`src/rtl/adder_32_pipe_if.sv`:
```
// Handshake/data bundle for adder_32_pipe.
// Optional macro ADDER32_SUB_EN adds the subtract-select signal 'sub'.
interface adder_32_pipe_if #(
    parameter int unsigned DATA_W = 32
);
    logic              in_valid;
    logic              in_ready;
    logic [DATA_W-1:0] a;
    logic [DATA_W-1:0] b;
    logic              cin;
`ifdef ADDER32_SUB_EN
    logic              sub;
`endif
    logic              out_valid;
    logic              out_ready;
    logic [DATA_W-1:0] sum;
    logic              cout;
    logic              ovf;
    logic              zero;

`ifdef ADDER32_SUB_EN
    modport master (
        output in_valid, a, b, cin, sub, out_ready,
        input  in_ready, out_valid, sum, cout, ovf, zero
    );
    modport slave (
        input  in_valid, a, b, cin, sub, out_ready,
        output in_ready, out_valid, sum, cout, ovf, zero
    );
`else
    modport master (
        output in_valid, a, b, cin, out_ready,
        input  in_ready, out_valid, sum, cout, ovf, zero
    );
    modport slave (
        input  in_valid, a, b, cin, out_ready,
        output in_ready, out_valid, sum, cout, ovf, zero
    );
`endif
endinterface

```
`src/rtl/adder_32_pipe.sv`:
```
// Two-stage pipelined 32-bit adder: stage 1 adds the low 16 bits and
// registers the section carry c16, stage 2 adds the high 16 bits and
// produces sum/cout/ovf/zero. Valid/ready handshake on both sides,
// one operation per cycle, 2-cycle latency.
// Optional macro ADDER32_SUB_EN: adds 'sub' (b inverted, carry-in forced 1).
module adder_32_pipe #(
    parameter int unsigned DATA_W = 32
) (
    input  logic            clk,
    input  logic            rst,
    adder_32_pipe_if.slave  bus
);

    if (DATA_W != 32) begin : g_width_check
        $error("adder_32_pipe: DATA_W must be 32 (two 16-bit sections)");
    end

    typedef struct packed {
        logic [15:0] sum;
        logic        p;
        logic        g;
    } cla16_t;

    // 16-bit carry-lookahead section: four 4-bit groups with group P/G,
    // group carries derived from group P/G, section P/G exported.
    function automatic cla16_t cla16(input logic [15:0] x, input logic [15:0] y,
                                     input logic ci);
        logic [15:0] p;
        logic [15:0] g;
        logic [15:0] c;
        logic [3:0]  gp;
        logic [3:0]  gg;
        logic [4:0]  gc;
        cla16_t      r;
        p  = x ^ y;
        g  = x & y;
        gp = '0;
        gg = '0;
        for (int unsigned k = 0; k < 4; k++) begin
            gp[k] = &p[4*k +: 4];
            gg[k] = g[4*k+3]
                  | (p[4*k+3] & g[4*k+2])
                  | (p[4*k+3] & p[4*k+2] & g[4*k+1])
                  | (p[4*k+3] & p[4*k+2] & p[4*k+1] & g[4*k]);
        end
        gc    = '0;
        gc[0] = ci;
        for (int unsigned k = 0; k < 4; k++) begin
            gc[k+1] = gg[k] | (gp[k] & gc[k]);
        end
        c = '0;
        for (int unsigned k = 0; k < 4; k++) begin
            c[4*k] = gc[k];
            for (int unsigned i = 0; i < 3; i++) begin
                c[4*k+i+1] = g[4*k+i] | (p[4*k+i] & c[4*k+i]);
            end
        end
        r.sum = p ^ c;
        r.p   = &gp;
        r.g   = gg[3]
              | (gp[3] & gg[2])
              | (gp[3] & gp[2] & gg[1])
              | (gp[3] & gp[2] & gp[1] & gg[0]);
        return r;
    endfunction

    // Stage 1 registers
    logic        s1_valid_q, s1_valid_d;
    logic [15:0] sum_lo_q,   sum_lo_d;
    logic        c16_q,      c16_d;
    logic [15:0] a_hi_q,     a_hi_d;
    logic [15:0] b_hi_q,     b_hi_d;
    logic        a31_q,      a31_d;
    logic        b31_q,      b31_d;
    // Stage 2 registers
    logic        out_valid_q, out_valid_d;
    logic [31:0] sum_q,       sum_d;
    logic        cout_q,      cout_d;
    logic        ovf_q,       ovf_d;
    logic        zero_q,      zero_d;

    logic [31:0] b_eff;
    logic        cin_eff;
    logic        s2_adv;
    logic        in_ready;
    logic        s1_load;
    logic        s2_load;
    cla16_t      lo_res;
    cla16_t      hi_res;
    logic [31:0] sum_full;

    // Operand preparation (subtract folds into b inversion and carry-in)
    always_comb begin
        b_eff   = bus.b;
        cin_eff = bus.cin;
`ifdef ADDER32_SUB_EN
        if (bus.sub) begin
            b_eff   = ~bus.b;
            cin_eff = 1'b1;
        end
`endif
    end

    // Handshake: in_ready looks through a free or draining stage 2
    always_comb begin
        s2_adv   = !out_valid_q || bus.out_ready;
        in_ready = !s1_valid_q || s2_adv;
        s1_load  = bus.in_valid && in_ready;
        s2_load  = s1_valid_q && s2_adv;
    end

    // Stage 1 next state: low-section add and capture of high operands
    always_comb begin
        lo_res     = cla16(bus.a[15:0], b_eff[15:0], cin_eff);
        s1_valid_d = s1_valid_q;
        sum_lo_d   = sum_lo_q;
        c16_d      = c16_q;
        a_hi_d     = a_hi_q;
        b_hi_d     = b_hi_q;
        a31_d      = a31_q;
        b31_d      = b31_q;
        if (s1_load) begin
            s1_valid_d = 1'b1;
            sum_lo_d   = lo_res.sum;
            c16_d      = lo_res.g | (lo_res.p & cin_eff);
            a_hi_d     = bus.a[31:16];
            b_hi_d     = b_eff[31:16];
            a31_d      = bus.a[31];
            b31_d      = b_eff[31];
        end else if (s2_load) begin
            s1_valid_d = 1'b0;
        end
    end

    // Stage 2 next state: high-section add and flags, held while stalled
    always_comb begin
        hi_res      = cla16(a_hi_q, b_hi_q, c16_q);
        sum_full    = {hi_res.sum, sum_lo_q};
        out_valid_d = out_valid_q;
        sum_d       = sum_q;
        cout_d      = cout_q;
        ovf_d       = ovf_q;
        zero_d      = zero_q;
        if (s2_load) begin
            out_valid_d = 1'b1;
            sum_d       = sum_full;
            cout_d      = hi_res.g | (hi_res.p & c16_q);
            ovf_d       = (a31_q == b31_q) && (sum_full[31] != a31_q);
            zero_d      = (sum_full == '0);
        end else if (bus.out_ready) begin
            out_valid_d = 1'b0;
        end
    end

    // Pipeline registers with synchronous reset
    always_ff @(posedge clk) begin
        if (rst) begin
            s1_valid_q  <= 1'b0;
            sum_lo_q    <= '0;
            c16_q       <= 1'b0;
            a_hi_q      <= '0;
            b_hi_q      <= '0;
            a31_q       <= 1'b0;
            b31_q       <= 1'b0;
            out_valid_q <= 1'b0;
            sum_q       <= '0;
            cout_q      <= 1'b0;
            ovf_q       <= 1'b0;
            zero_q      <= 1'b0;
        end else begin
            s1_valid_q  <= s1_valid_d;
            sum_lo_q    <= sum_lo_d;
            c16_q       <= c16_d;
            a_hi_q      <= a_hi_d;
            b_hi_q      <= b_hi_d;
            a31_q       <= a31_d;
            b31_q       <= b31_d;
            out_valid_q <= out_valid_d;
            sum_q       <= sum_d;
            cout_q      <= cout_d;
            ovf_q       <= ovf_d;
            zero_q      <= zero_d;
        end
    end

    assign bus.in_ready  = in_ready;
    assign bus.out_valid = out_valid_q;
    assign bus.sum       = sum_q;
    assign bus.cout      = cout_q;
    assign bus.ovf       = ovf_q;
    assign bus.zero      = zero_q;

endmodule

```
`src/flat_wrapper.sv`:
```
// flat-port wrapper written by rule: the top's interface ports become plain ports
module adder_32_pipe_flat 
#(
    parameter int unsigned DATA_W = 32
)
  (clk, rst, bus_in_valid, bus_a, bus_b, bus_cin, bus_out_ready, bus_in_ready, bus_out_valid, bus_sum, bus_cout, bus_ovf, bus_zero);
  adder_32_pipe_if #(.DATA_W(DATA_W)) bus_i ();
  input  logic clk;
  input  logic rst;
  input wire logic [$bits(bus_i.in_valid)-1:0] bus_in_valid;
  input wire logic [$bits(bus_i.a)-1:0] bus_a;
  input wire logic [$bits(bus_i.b)-1:0] bus_b;
  input wire logic [$bits(bus_i.cin)-1:0] bus_cin;
  input wire logic [$bits(bus_i.out_ready)-1:0] bus_out_ready;
  output wire logic [$bits(bus_i.in_ready)-1:0] bus_in_ready;
  output wire logic [$bits(bus_i.out_valid)-1:0] bus_out_valid;
  output wire logic [$bits(bus_i.sum)-1:0] bus_sum;
  output wire logic [$bits(bus_i.cout)-1:0] bus_cout;
  output wire logic [$bits(bus_i.ovf)-1:0] bus_ovf;
  output wire logic [$bits(bus_i.zero)-1:0] bus_zero;
  assign bus_i.in_valid = bus_in_valid;
  assign bus_i.a = bus_a;
  assign bus_i.b = bus_b;
  assign bus_i.cin = bus_cin;
  assign bus_i.out_ready = bus_out_ready;
  assign bus_in_ready = bus_i.in_ready;
  assign bus_out_valid = bus_i.out_valid;
  assign bus_sum = bus_i.sum;
  assign bus_cout = bus_i.cout;
  assign bus_ovf = bus_i.ovf;
  assign bus_zero = bus_i.zero;
  adder_32_pipe #(.DATA_W(DATA_W)) u_core (.clk(clk), .rst(rst), .bus(bus_i));
endmodule
```
`config.mk`:
```
export PLATFORM = sky130hd
export DESIGN_NAME = adder_32_pipe_flat
export DESIGN_NICKNAME = d
export VERILOG_FILES = /design/src/rtl/adder_32_pipe_if.sv /design/src/rtl/adder_32_pipe.sv /design/src/flat_wrapper.sv
export SDC_FILE = /design/constraint.sdc
export NUM_CORES = 1
export LEC_CHECK = 0
export ABC_AREA = 0
export BUFFER_PORTS_ARGS = -buffer_cell sky130_fd_sc_hd__buf_2
export CAP_MARGIN = 20
export CORE_MARGIN = 2
export CORE_UTILIZATION = 54
export DETAILED_ROUTE_END_ITERATION = 12
export PLACE_DENSITY = 0.86
export SLEW_MARGIN = 20
export SYNTH_ARGS = -nofsm -noshare
export SYNTH_HDL_FRONTEND = slang
export SYNTH_SLANG_ARGS = --single-unit
export TNS_END_PERCENT = 30
```
`constraint.sdc`:
```
create_clock -name clk -period 4.7 [get_ports clk]
set_input_delay 0.47 -clock clk [delete_from_list [all_inputs] [get_ports clk]]
set_output_delay 0.47 -clock clk [all_outputs]
set_load 0.02 [all_outputs]
```
==> impl_summary.log, run 1 <==
[metrics] antenna violations before repair: 0
[metrics] Seq/Total Area, Yosys: 39.6%
[metrics] initial core utilization: 56.0%
[metrics] Arrival @ worst endpoint: 4.31 ns
[metrics] type of the tightest min-delay check: in -> reg
[metrics] Worst Skew: 0.0104 ns
[metrics] top-count cell post-synth: sky130_fd_sc_hd__nand2_1
[metrics] number of buffers created by CTS: 9
[metrics] 1st-iter DRT viols: 262
[metrics] clock-pin slew on the worst setup and hold paths: 0.09 ns
[metrics] number of warnings printed during yosys synthesis: 0
[metrics] count of max-cap constraint violations: 0
[metrics] floorplan die area: 8790 sq um
[metrics] post-route fraction of the period consumed by the critical path: 85.7%
[metrics] count of final max-slew check failures: 0
[metrics] source-to-sink clock delay at the later pin of the worst-skew pair: 0.36 ns
[metrics] CTS Root Buffer Type: sky130_fd_sc_hd__clkbuf_8
[metrics] DRT antenna net count: 0
[metrics] most frequently used flop master after synthesis: sky130_fd_sc_hd__dfxtp_1
[metrics] startpoint types: flop
[metrics] number of buffers added to fix hold violations after cts: 0
[metrics] number of instances in the synthesized netlist: 510
[metrics] remaining global-route overflow: 0
[metrics] power density normalized to cell area: 329 nW/um^2
[metrics] maximum resistive drop on vdd: 0.000137 V
[metrics] post-detail-place hpwl: 7750 microns
[metrics] logic gate share of total power: 17.8%
[metrics] net switching share of the total power: 28.2%
[metrics] Worst Max-Slew Pin Slew: 0.978 ns
[metrics] detailed-route vias per instance: 5.34
[metrics] top post-synthesis cells by area: sky130_fd_sc_hd__dfxtp_1, sky130_fd_sc_hd__nand2_1, sky130_fd_sc_hd__fa_1, sky130_fd_sc_hd__a21oi_1, sky130_fd_sc_hd__ha_1
[metrics] setup repair after global routing missed its margin: no
[metrics] total detailed-routing wirelength: 10100 microns
[metrics] portion of total power attributed to sequential cells: 48.0%
[metrics] post-synth cell types: 35
[metrics] share of Yosys cell area claimed by the top area cell type: 39.6%
[metrics] number of buffers inserted to repair setup after CTS: 0
[metrics] placement row count: 32
[metrics] number of optimization iterations in the first detailed-route pass: 4
[metrics] top achievable clock speed: 248 MHz
[metrics] Routability Congestion: 0.867
[metrics] most area-hungry cell type in the Yosys netlist: sky130_fd_sc_hd__dfxtp_1
[metrics] number of vias in the routed layout: 3780
[metrics] total power: 1690 uW
[metrics] average cell area after synthesis: 8.53 sq um
[metrics] H-Tree Depth: 3
[metrics] first-pass GRT wire length: 16800 microns
[metrics] die width: 93.7 microns
[metrics] leak pwr: 0.00233 uW
[metrics] crit path time final: 4.03 ns
[metrics] synthesized cell area: 4350 sq um
[metrics] sort of element at the end of the critical path: flop
[metrics] run status: complete, no violations
[metrics] commonest cells in the netlist: sky130_fd_sc_hd__nand2_1, sky130_fd_sc_hd__dfxtp_1, sky130_fd_sc_hd__a21oi_1
[metrics] Antenna diodes: 0
[metrics] fraction of synthesis flops using an asynchronous set or reset pin: 0%
[metrics] type of the setup path with the least slack: reg -> reg
[metrics] count of endpoints failing hold in the final timing report: 0
[metrics] vias in the first global route: 3680
[metrics] Area Overhead vs Synth: 17.6%
[metrics] count of boundary I/O pins: 106
[metrics] cell-internal power: 1210 uW
[metrics] headroom to the max-slew limit: 34.8%
[metrics] post-cts gate resize count: 0
[metrics] die outline height: 93.7 microns
[metrics] area of the core: 7770 sq um
[metrics] number of nets in the layout: 726
[metrics] share of final-layout standard cells stronger than drive strength 1: 21.1%
[metrics] Setup TNS: 0 ns
[metrics] Total GRT Usage: 24.2%
[metrics] count of state elements after synthesis: 86
[metrics] total setup violations reported at the end of the flow: 0
[metrics] CTS tree: yes
[metrics] Req. time, crit path: 4.98 ns
[metrics] Sw Pwr: 474 uW
[metrics] total of buffers placed on input and output ports: 105
[metrics] Remaining DRCs: 0
[metrics] number of sinks on the clock net: 86
[metrics] net count after synthesis: 635
[metrics] number of enable-type register cells in the synthesized netlist: 0
[metrics] maximum number of pins on one net before global-route repair: 62
[metrics] post-detailed-route wirelength per cell: 14.3 microns
[metrics] clock group share of total power: 34.2%
[metrics] maximum fanout along the worst path: 3
[metrics] maximum buffer depth of the clock tree: 2
## flip-flops by register name, summed over array words and instances, names as in the netlist, 15 cells and up
register,flops
u_core.b_hi_q,15
u_core.sum_lo_q,16
u_core.a_hi_q,15
u_core.bus.sum,32
## power groups by stage
stage	clock (uW)	combinational, uW	sequential, uW
after floorplan	0	183	832
after global placement	0	283	822
after detailed placement	0	296	825
after CTS	577	298	808
after global routing	608	338	814
final	577	299	809
## critical path: stages, from the launching register on
cell and delay (ns):
sky130_fd_sc_hd__dfxtp_1 0.34, sky130_fd_sc_hd__ha_1 0.33, sky130_fd_sc_hd__a21o_1 0.19, sky130_fd_sc_hd__a21oi_1 0.12, sky130_fd_sc_hd__o21ai_0 0.21, sky130_fd_sc_hd__a21oi_1 0.27, sky130_fd_sc_hd__nand2_1 0.12, sky130_fd_sc_hd__fa_1 0.46
sky130_fd_sc_hd__fa_1 0.46, sky130_fd_sc_hd__fa_1 0.51, sky130_fd_sc_hd__nor4b_1 0.27, sky130_fd_sc_hd__nand4_1 0.16, sky130_fd_sc_hd__nor4_1 0.28, sky130_fd_sc_hd__nand2_1 0.09, sky130_fd_sc_hd__a21oi_1 0.16
## cell type report
class                           count  area [sq um]
Inverter                           22          82.6
Tap cell                          102           128
Timing Repair Buffer              107           541
Multi-Input combinational cell    375          2420
Sequential cell                    86          1720
Fill cell                         647          2650
Clock buffer                       11           141
Clock inverter                      5          82.6
## kinds of logic (layout without fill, tap and decap cells)
family,after synthesis,count (layout),share of synthesized area (%)
xor+xnor,9,9,1.81
fa+ha+maj,56,56,20.3
simple gates,193,193,18.2
buf+inv,49,145,4.89
flops,86,86,39.6
compound gates,117,117,15.3
## cells in the final DEF, fill, tap and decap left out, types with 5 or more instances in the layout
| cell | instances |
|---|---|
| sky130_fd_sc_hd__nand4_1 | 6 |
| sky130_fd_sc_hd__dfxtp_1 | 86 |
| sky130_fd_sc_hd__clkbuf_8 | 10 |
| sky130_fd_sc_hd__nor4_1 | 6 |
| sky130_fd_sc_hd__fa_1 | 24 |
| sky130_fd_sc_hd__a21o_1 | 5 |
| sky130_fd_sc_hd__inv_1 | 22 |
| sky130_fd_sc_hd__o21ai_0 | 6 |
| sky130_fd_sc_hd__a21oi_1 | 85 |
| sky130_fd_sc_hd__nand2_1 | 149 |
| sky130_fd_sc_hd__buf_2 | 105 |
| sky130_fd_sc_hd__a211oi_1 | 11 |
| sky130_fd_sc_hd__nor2_1 | 20 |
| sky130_fd_sc_hd__ha_1 | 32 |
| sky130_fd_sc_hd__xnor2_1 | 7 |
## through the flow
step                      std cells  util [%]  hold WS [ns]  setup WS, ns  area (sq um)
final                           708      65.9         0.333         0.674          5110
after global routing            708      65.9         0.328         0.302          5110
after CTS                       708      65.8         0.331         0.705          5110
after detailed placement        692      62.9         0.445         0.756          4890
after global placement          692      62.9         0.440         0.883          4890
after floorplan                 510         -         0.440          1.14          4350
## final timing paths
kind / slack, ns / start / depth (start not counted) / to
max: 0.67 / u_core.b_hi_q[2]$_SDFFE_PP0P_ / 14 / u_core.bus.zero$_SDFFE_PP0P_
min: 0.33 / bus_a[24] / 3 / u_core.a_hi_q[8]$_SDFFE_PP0P_
max reg2reg: 0.67 / u_core.b_hi_q[2]$_SDFFE_PP0P_ / 14 / u_core.bus.zero$_SDFFE_PP0P_
min reg2reg: 0.45 / u_core.bus.sum[6]$_SDFFE_PP0P_ / 2 / u_core.bus.sum[6]$_SDFFE_PP0P_
## metal layers
layer / wire length, microns / GRT usage, %
met2: 4800 / 39.2
met1: 4470 / 32.3
met4: 188 / 9.06
met5: 0 / 0
met3: 688 / 4.41
No activity file was read; power rests on OpenSTA's default activity.
==> run 2: changes to the inputs <==
CORE_MARGIN = default   (was 2)
GPL_TIMING_DRIVEN = 0   (was default)
==> impl_summary.log, run 2 (synthesis gave the netlist of run 1 again) <==
[metrics] CTS Root Buffer Type: sky130_fd_sc_hd__clkbuf_8
[metrics] Arrival @ worst endpoint: 4.55 ns (+0.24 ns)
[metrics] post-detailed-route wirelength per cell: 14.5 microns (+1.2%)
[metrics] Worst Hold Depth: 3 (unchanged)
[metrics] antenna violations before repair: 0 (unchanged)
[metrics] Area Overhead vs Synth: 20.5%
[metrics] Worst Skew: 0.00915 ns (-0.00128 ns)
[metrics] die outline height: 91.7 microns (-2.1%)
[metrics] number of standard cells in the layout, taps in and fillers out: 732 (+3.4%)
[metrics] number of sinks on the clock net: 86 (unchanged)
[metrics] Worst Max-Slew Pin Slew: 0.608 ns (-0.370 ns)
[metrics] share of final-layout standard cells stronger than drive strength 1: 21.6% (+0.47 points)
[metrics] placement row count: 32 (unchanged)
[metrics] met2 demand-to-capacity share in global routing: 43.6% (+4.4 points)
[metrics] startpoint types: flop
[metrics] net switching share of the total power: 28.0% (-0.19 points)
[metrics] number of buffers created by CTS: 9 (unchanged)
[metrics] initial core utilization: 56.0% (unchanged)
[metrics] number of vias in the routed layout: 3904 (+3.3%)
[metrics] gr busiest metal: met2
[metrics] maximum number of pins on one net before global-route repair: 16 (-74%)
[metrics] cell-internal power: 1260 uW (+3.9%)
[metrics] count of final max-slew check failures: 0 (unchanged)
[metrics] Critical R2R Capture: u_core.bus.zero$_SDFFE_PP0P_
[metrics] Total GRT Usage: 26.5% (+2.3 points)
[metrics] detailed-route vias per instance: 5.33 (-0.11%)
[metrics] number of optimization iterations in the first detailed-route pass: 5 (+1)
[metrics] commonest cells after routing, fill and taps aside: sky130_fd_sc_hd__nand2_1, sky130_fd_sc_hd__buf_2, sky130_fd_sc_hd__dfxtp_1
[metrics] source-to-sink clock delay at the later pin of the worst-skew pair: 0.35 ns (about the same)
[metrics] post-route fraction of the period consumed by the critical path: 90.8% (+5.1 points)
[metrics] type of the tightest min-delay check: in -> reg
[metrics] leak pwr: 0.00239 uW (+2.8%)
[metrics] power density normalized to cell area: 333 nW/um^2 (+1.2%)
[metrics] Worst Reg-to-Reg Cells: 14 (unchanged)
[metrics] headroom to the max-slew limit: 59.5% (+25 points)
[metrics] number of buffers added to fix hold violations after cts: 0 (unchanged)
[metrics] total detailed-routing wirelength: 10600 microns (+4.6%)
[metrics] slowest cell on the critical path: sky130_fd_sc_hd__fa_1
[metrics] terminating pin of the worst hold path: u_core.a_hi_q[14]$_SDFFE_PP0P_
[metrics] count of boundary I/O pins: 106 (unchanged)
[metrics] maximum cell stage delay along the critical path: 0.53 ns (+0.02 ns)
[metrics] crit path time final: 4.27 ns (+0.241 ns)
[metrics] total of buffers placed on input and output ports: 104 (-0.95%)
[metrics] Routability Congestion: 0.880 (+1.5%)
[metrics] post-detail-place hpwl: 8510 microns (+9.8%)
[metrics] portion of total power attributed to sequential cells: 46.4% (-1.6 points)
[metrics] number of flip-flops under the largest register name: 32 (unchanged)
[metrics] most common library cell in the layout ignoring fill and taps: sky130_fd_sc_hd__nand2_1
[metrics] clock-pin slew on the worst setup and hold paths: 0.09 ns (about the same)
[metrics] die width: 91.7 microns (-2.1%)
[metrics] crit path cell chain: ha_1 > a21o_1 > a21oi_1 > o21ai_0 > a21oi_1 > nand2_1 > fa_1 > fa_1 > fa_1 > nor4b_1 > nand4_1 > nor4_1 > nand2_1 > a21oi_1
[metrics] FF-to-FF setup slack: 0.43 ns (-0.24 ns)
[metrics] DRT antenna net count: 0 (unchanged)
[metrics] clock group share of total power: 35.8% (+1.6 points)
[metrics] Remaining DRCs: 0 (unchanged)
[metrics] met3 track demand over resource: 3.73% (-0.68 points)
[metrics] first-pass GRT wire length: 17600 microns (+4.9%)
[metrics] CTS tree: yes
[metrics] number of buffers inserted to repair setup after CTS: 0 (unchanged)
[metrics] logic gate share of total power: 17.8% (about the same)
[metrics] start point of the worst hold path: bus_a[30]
[metrics] Req. time, crit path: 4.98 ns (about the same)
[metrics] total setup violations reported at the end of the flow: 0 (unchanged)
[metrics] area of the core: 7770 sq um (unchanged)
[metrics] Sw Pwr: 488 uW (+2.9%)
[metrics] count of max-cap constraint violations: 0 (unchanged)
[metrics] type of the setup path with the least slack: reg -> reg
[metrics] total placed cells including tap cells: 716 (+3.5%)
[metrics] post-cts gate resize count: 0 (unchanged)
[metrics] remaining global-route overflow: 0 (unchanged)
[metrics] Reg-to-Reg Start: u_core.b_hi_q[2]$_SDFFE_PP0P_
[metrics] final core area utilization: 67.5% (+1.6 points)
[metrics] count of endpoints failing hold in the final timing report: 0 (unchanged)
[metrics] setup repair after global routing missed its margin: no
[metrics] run status: complete, no violations
[metrics] vias in the first global route: 3896 (+5.9%)
[metrics] sort of element at the end of the critical path: flop
[metrics] Antenna diodes: 0 (unchanged)
[metrics] Setup TNS: 0 ns (unchanged)
[metrics] maximum buffer depth of the clock tree: 2 (unchanged)
[metrics] 1st-iter DRT viols: 190 (-27%)
[metrics] routing usage on met1: 34.1% (+1.8 points)
[metrics] number of nets in the layout: 750 (+3.3%)
[metrics] H-Tree Depth: 3 (unchanged)
[metrics] maximum resistive drop on vdd: 0.000207 V (+51%)
[metrics] maximum fanout along the worst path: 3 (unchanged)
[metrics] top achievable clock speed: 234 MHz (-5.7%)
[metrics] Critical path origin: u_core.b_hi_q[2]$_SDFFE_PP0P_
[metrics] floorplan die area: 8410 sq um (-4.2%)
-- run 2: per-stage QoR --
stage          setup WS, ns  cell area [sq um]  power, uW  hold slack (ns)
2_1_floorplan          1.14               4350       1010            0.440
3_3_place_gp          0.677               5000       1120            0.441
3_5_place_dp          0.572               5000       1130            0.445
4_1_cts               0.481               5240       1750            0.343
5_1_grt               0.248               5240       1820            0.341
6_report              0.432               5240       1750            0.343
-- run 2: cell type report --
type                       instances  area, sq um
clock inverter                     7          120
buffer                            27          130
fill                             614         2530
timing repair buffer             104          520
clock buffer                       9          124
tap                              102          128
inverter                          22         82.6
sequential                        86         1720
multi-input combinational        375         2410
-- run 2: how the worst max path moves through the flow --
stage | end | cells after the start
floorplan | u_core.bus.zero$_SDFFE_PP0P_ | 14
finish | u_core.bus.zero$_SDFFE_PP0P_ | 14
CTS | u_core.bus.zero$_SDFFE_PP0P_ | 14
detailed placement | u_core.bus.zero$_SDFFE_PP0P_ | 14
global route | u_core.bus.zero$_SDFFE_PP0P_ | 14
global placement | u_core.bus.zero$_SDFFE_PP0P_ | 14
-- run 2: power by group through the flow --
stage          registers, uW  clock network (uW)  logic (uW)
6_report                 810                 625         311
3_5_place_dp             826                   0         306
3_3_place_gp             823                   0         293
4_1_cts                  809                 628         309
2_1_floorplan            832                   0         183
5_1_grt                  815                 661         348
-- run 2: routing by layer --
| layer | vias up | part of all wire [%] |
|---|---|---|
| met5 | - | 0 |
| met2 | 152 | 47 |
| li1 | 1932 | - |
| met3 | 32 | 5.9 |
| met1 | 1788 | 44 |
| met4 | 0 | 3.6 |
-- run 2: critical path: cells and delay by family, from the launching register on --
kind / cells / cell delay [ns]
AOI/OAI and AO/OA: 5 / 1.04
and+or+nand+nor: 5 / 1.02
DFF: 1 / 0.34
adders and majority gates: 4 / 1.79
==> run 3: changes to the inputs <==
CTS_BUF_LIST = sky130_fd_sc_hd__clkbuf_16   (was default)
==> impl_summary.log, run 3 (synthesis gave the netlist of run 1 again) <==
[metrics] Remaining DRCs: 0 (unchanged)
[metrics] DRT antenna net count: 0 (unchanged)
[metrics] Crit path depth: 14 (unchanged)
[metrics] total power: 1950 uW (+11%)
[metrics] maximum cell stage delay along the critical path: 0.53 ns (about the same)
[metrics] maximum buffer depth of the clock tree: 2 (unchanged)
[metrics] die width: 91.7 microns (unchanged)
[metrics] 1st-iter DRT viols: 185 (-2.6%)
[metrics] power density normalized to cell area: 364 nW/um^2 (+9.3%)
[metrics] remaining global-route overflow: 0 (unchanged)
[metrics] number of optimization iterations in the first detailed-route pass: 4 (-1)
[metrics] post-cts gate resize count: 0 (unchanged)
[metrics] commonest cells after routing, fill and taps aside: sky130_fd_sc_hd__nand2_1, sky130_fd_sc_hd__buf_2, sky130_fd_sc_hd__dfxtp_1
[metrics] post-route fraction of the period consumed by the critical path: 89.2% (-1.6 points)
[metrics] portion of total power attributed to sequential cells: 41.7% (-4.7 points)
[metrics] area of the core: 7770 sq um (unchanged)
[metrics] Routability Congestion: 0.880 (unchanged)
[metrics] vias in the first global route: 3971 (+1.9%)
[metrics] type of the setup path with the least slack: reg -> reg
[metrics] initial core utilization: 56.0% (unchanged)
[metrics] number of sinks on the clock net: 86 (unchanged)
[metrics] pre-CTS worst setup slack: 0.572 ns (unchanged)
[metrics] number of standard cells in the layout, taps in and fillers out: 732 (unchanged)
[metrics] Setup TNS: 0 ns (unchanged)
[metrics] net switching share of the total power: 26.8% (-1.2 points)
[metrics] # fillers: 603 (-1.8%)
[metrics] setup slack of the critical path after layout: 0.507 ns (+0.0742 ns)
[metrics] headroom to the max-slew limit: 61.6% (+2.1 points)
[metrics] crit path time final: 4.19 ns (-0.0742 ns)
[metrics] number of buffers added to fix hold violations after cts: 0 (unchanged)
[metrics] count of endpoints failing hold in the final timing report: 0 (unchanged)
[metrics] slowest cell on the critical path: sky130_fd_sc_hd__fa_1
[metrics] total detailed-routing wirelength: 11000 microns (+3.6%)
[metrics] sort of element at the end of the critical path: flop
[metrics] number of flip-flops under the largest register name: 32 (unchanged)
[metrics] Worst Hold Depth: 3 (unchanged)
[metrics] post-detail-place hpwl: 8510 microns (unchanged)
[metrics] final core area utilization: 68.8% (+1.3 points)
[metrics] run status: complete, no violations
[metrics] maximum resistive drop on vdd: 0.000218 V (+5.1%)
[metrics] total setup violations reported at the end of the flow: 0 (unchanged)
[metrics] post-detailed-route wirelength per cell: 15.0 microns (+3.6%)
[metrics] Reg-to-Reg Start: u_core.b_hi_q[2]$_SDFFE_PP0P_
[metrics] cell-internal power: 1430 uW (+13%)
[metrics] number of buffers created by CTS: 9 (unchanged)
[metrics] dominant delay contributor by cell family on the critical path: adder cells
[metrics] Area Overhead vs Synth: 22.8%
[metrics] maximum fanout along the worst path: 3 (unchanged)
[metrics] Critical path origin: u_core.b_hi_q[2]$_SDFFE_PP0P_
[metrics] clock-pin slew on the worst setup and hold paths: 0.06 ns (-0.03 ns)
[metrics] placement row count: 32 (unchanged)
[metrics] total placed cells including tap cells: 716 (unchanged)
[metrics] startpoint types: flop
[metrics] Req. time, crit path: 4.97 ns (about the same)
[metrics] Arrival @ worst endpoint: 4.46 ns (-0.09 ns)
[metrics] start point of the worst hold path: bus_a[30]
[metrics] antenna violations before repair: 0 (unchanged)
[metrics] crit path cell chain: ha_1 > a21o_1 > a21oi_1 > o21ai_0 > a21oi_1 > nand2_1 > fa_1 > fa_1 > fa_1 > nor4b_1 > nand4_1 > nor4_1 > nand2_1 > a21oi_1
[metrics] area used by multi-input combinational logic: 2410 sq um (unchanged)
[metrics] number of vias in the routed layout: 3966 (+1.6%)
[metrics] source-to-sink clock delay at the later pin of the worst-skew pair: 0.34 ns (about the same)
[metrics] first-pass GRT wire length: 18000 microns (+2.3%)
[metrics] type of the tightest min-delay check: in -> reg
[metrics] most common library cell in the layout ignoring fill and taps: sky130_fd_sc_hd__nand2_1
[metrics] number of nets in the layout: 750 (unchanged)
[metrics] logic gate share of total power: 16.0% (-1.8 points)
[metrics] Worst Skew: 0.00704 ns (-0.00211 ns)
[metrics] top achievable clock speed: 238 MHz (+1.8%)
[metrics] floorplan die area: 8410 sq um (unchanged)
[metrics] Register Area: 1720 sq um (unchanged)
[metrics] maximum number of pins on one net before global-route repair: 16 (unchanged)
[metrics] count of final max-slew check failures: 0 (unchanged)
[metrics] number of buffers and inverters on the critical path: 0 (unchanged)
[metrics] number of buffers inserted to repair setup after CTS: 0 (unchanged)
[metrics] Antenna diodes: 0 (unchanged)
[metrics] count of boundary I/O pins: 106 (unchanged)
[metrics] CTS Root Buffer Type: sky130_fd_sc_hd__clkbuf_16
[metrics] detailed-route vias per instance: 5.42 (+1.6%)
[metrics] CTS tree: yes
[metrics] share of final-layout standard cells stronger than drive strength 1: 21.6% (unchanged)
[metrics] H-Tree Depth: 3 (unchanged)
[metrics] leak pwr: 0.00244 uW (+1.9%)
[metrics] setup repair after global routing missed its margin: no
[metrics] clock group share of total power: 42.2% (+6.4 points)
[metrics] Total GRT Usage: 27.4% (+0.87 points)
[metrics] die outline height: 91.7 microns (unchanged)
[metrics] Worst Reg-to-Reg Cells: 14 (unchanged)
[metrics] Worst Max-Slew Pin Slew: 0.576 ns (-0.0320 ns)
[metrics] count of max-cap constraint violations: 0 (unchanged)
[metrics] total of buffers placed on input and output ports: 104 (unchanged)
[metrics] Sw Pwr: 521 uW (+6.7%)
[run 3: layout make-up]
class | count | share of cell area, %
Multi-Input combinational cell | 375 | 45.2
Clock buffer | 9 | 4.22
Clock inverter | 7 | 2.25
Buffer | 27 | 2.44
Tap cell | 102 | 2.39
Timing Repair Buffer | 104 | 9.74
Inverter | 22 | 1.55
Sequential cell | 86 | 32.2
[run 3: final timing paths]
kind | end | slack [ns]
setup / recovery | u_core.bus.zero$_SDFFE_PP0P_ | 0.51
hold / removal | u_core.a_hi_q[14]$_SDFFE_PP0P_ | 0.36
setup reg to reg | u_core.bus.zero$_SDFFE_PP0P_ | 0.51
hold reg to reg | u_core.bus.sum[17]$_SDFFE_PP0P_ | 0.45
[run 3: routing by layer]
| layer | GRT usage, % | up-vias | share of wire (%) |
|---|---|---|---|
| met3 | 5.22 | 21 | 6.5 |
| met1 | 33.8 | 1851 | 43 |
| met2 | 47.2 | 156 | 48 |
| met4 | 10.5 | 0 | 2.3 |
| met5 | 0 | - | 0 |
| li1 | - | 1938 | - |
[run 3: per-stage QoR]
| step | hold WS [ns] | cell area, sq um |
|---|---|---|
| 2_1_floorplan | 0.440 | 4350 |
| 3_3_place_gp | 0.441 | 5000 |
| 3_5_place_dp | 0.445 | 5000 |
| 4_1_cts | 0.364 | 5340 |
| 5_1_grt | 0.368 | 5340 |
| 6_report | 0.362 | 5340 |
[run 3: power groups by stage]
stage               combinational [uW]  clock [uW]  sequential, uW
floorplan                          183           0             832
detailed placement                 306           0             826
global route                       349         851             816
finish                             312         822             812
CTS                                310         823             810
global placement                   293           0             823
[run 3: tightest hold or removal path: stages]
cell                      delay (ns)
sky130_fd_sc_hd__buf_2          0.09
sky130_fd_sc_hd__nand2_1        0.04
sky130_fd_sc_hd__a21oi_1        0.05
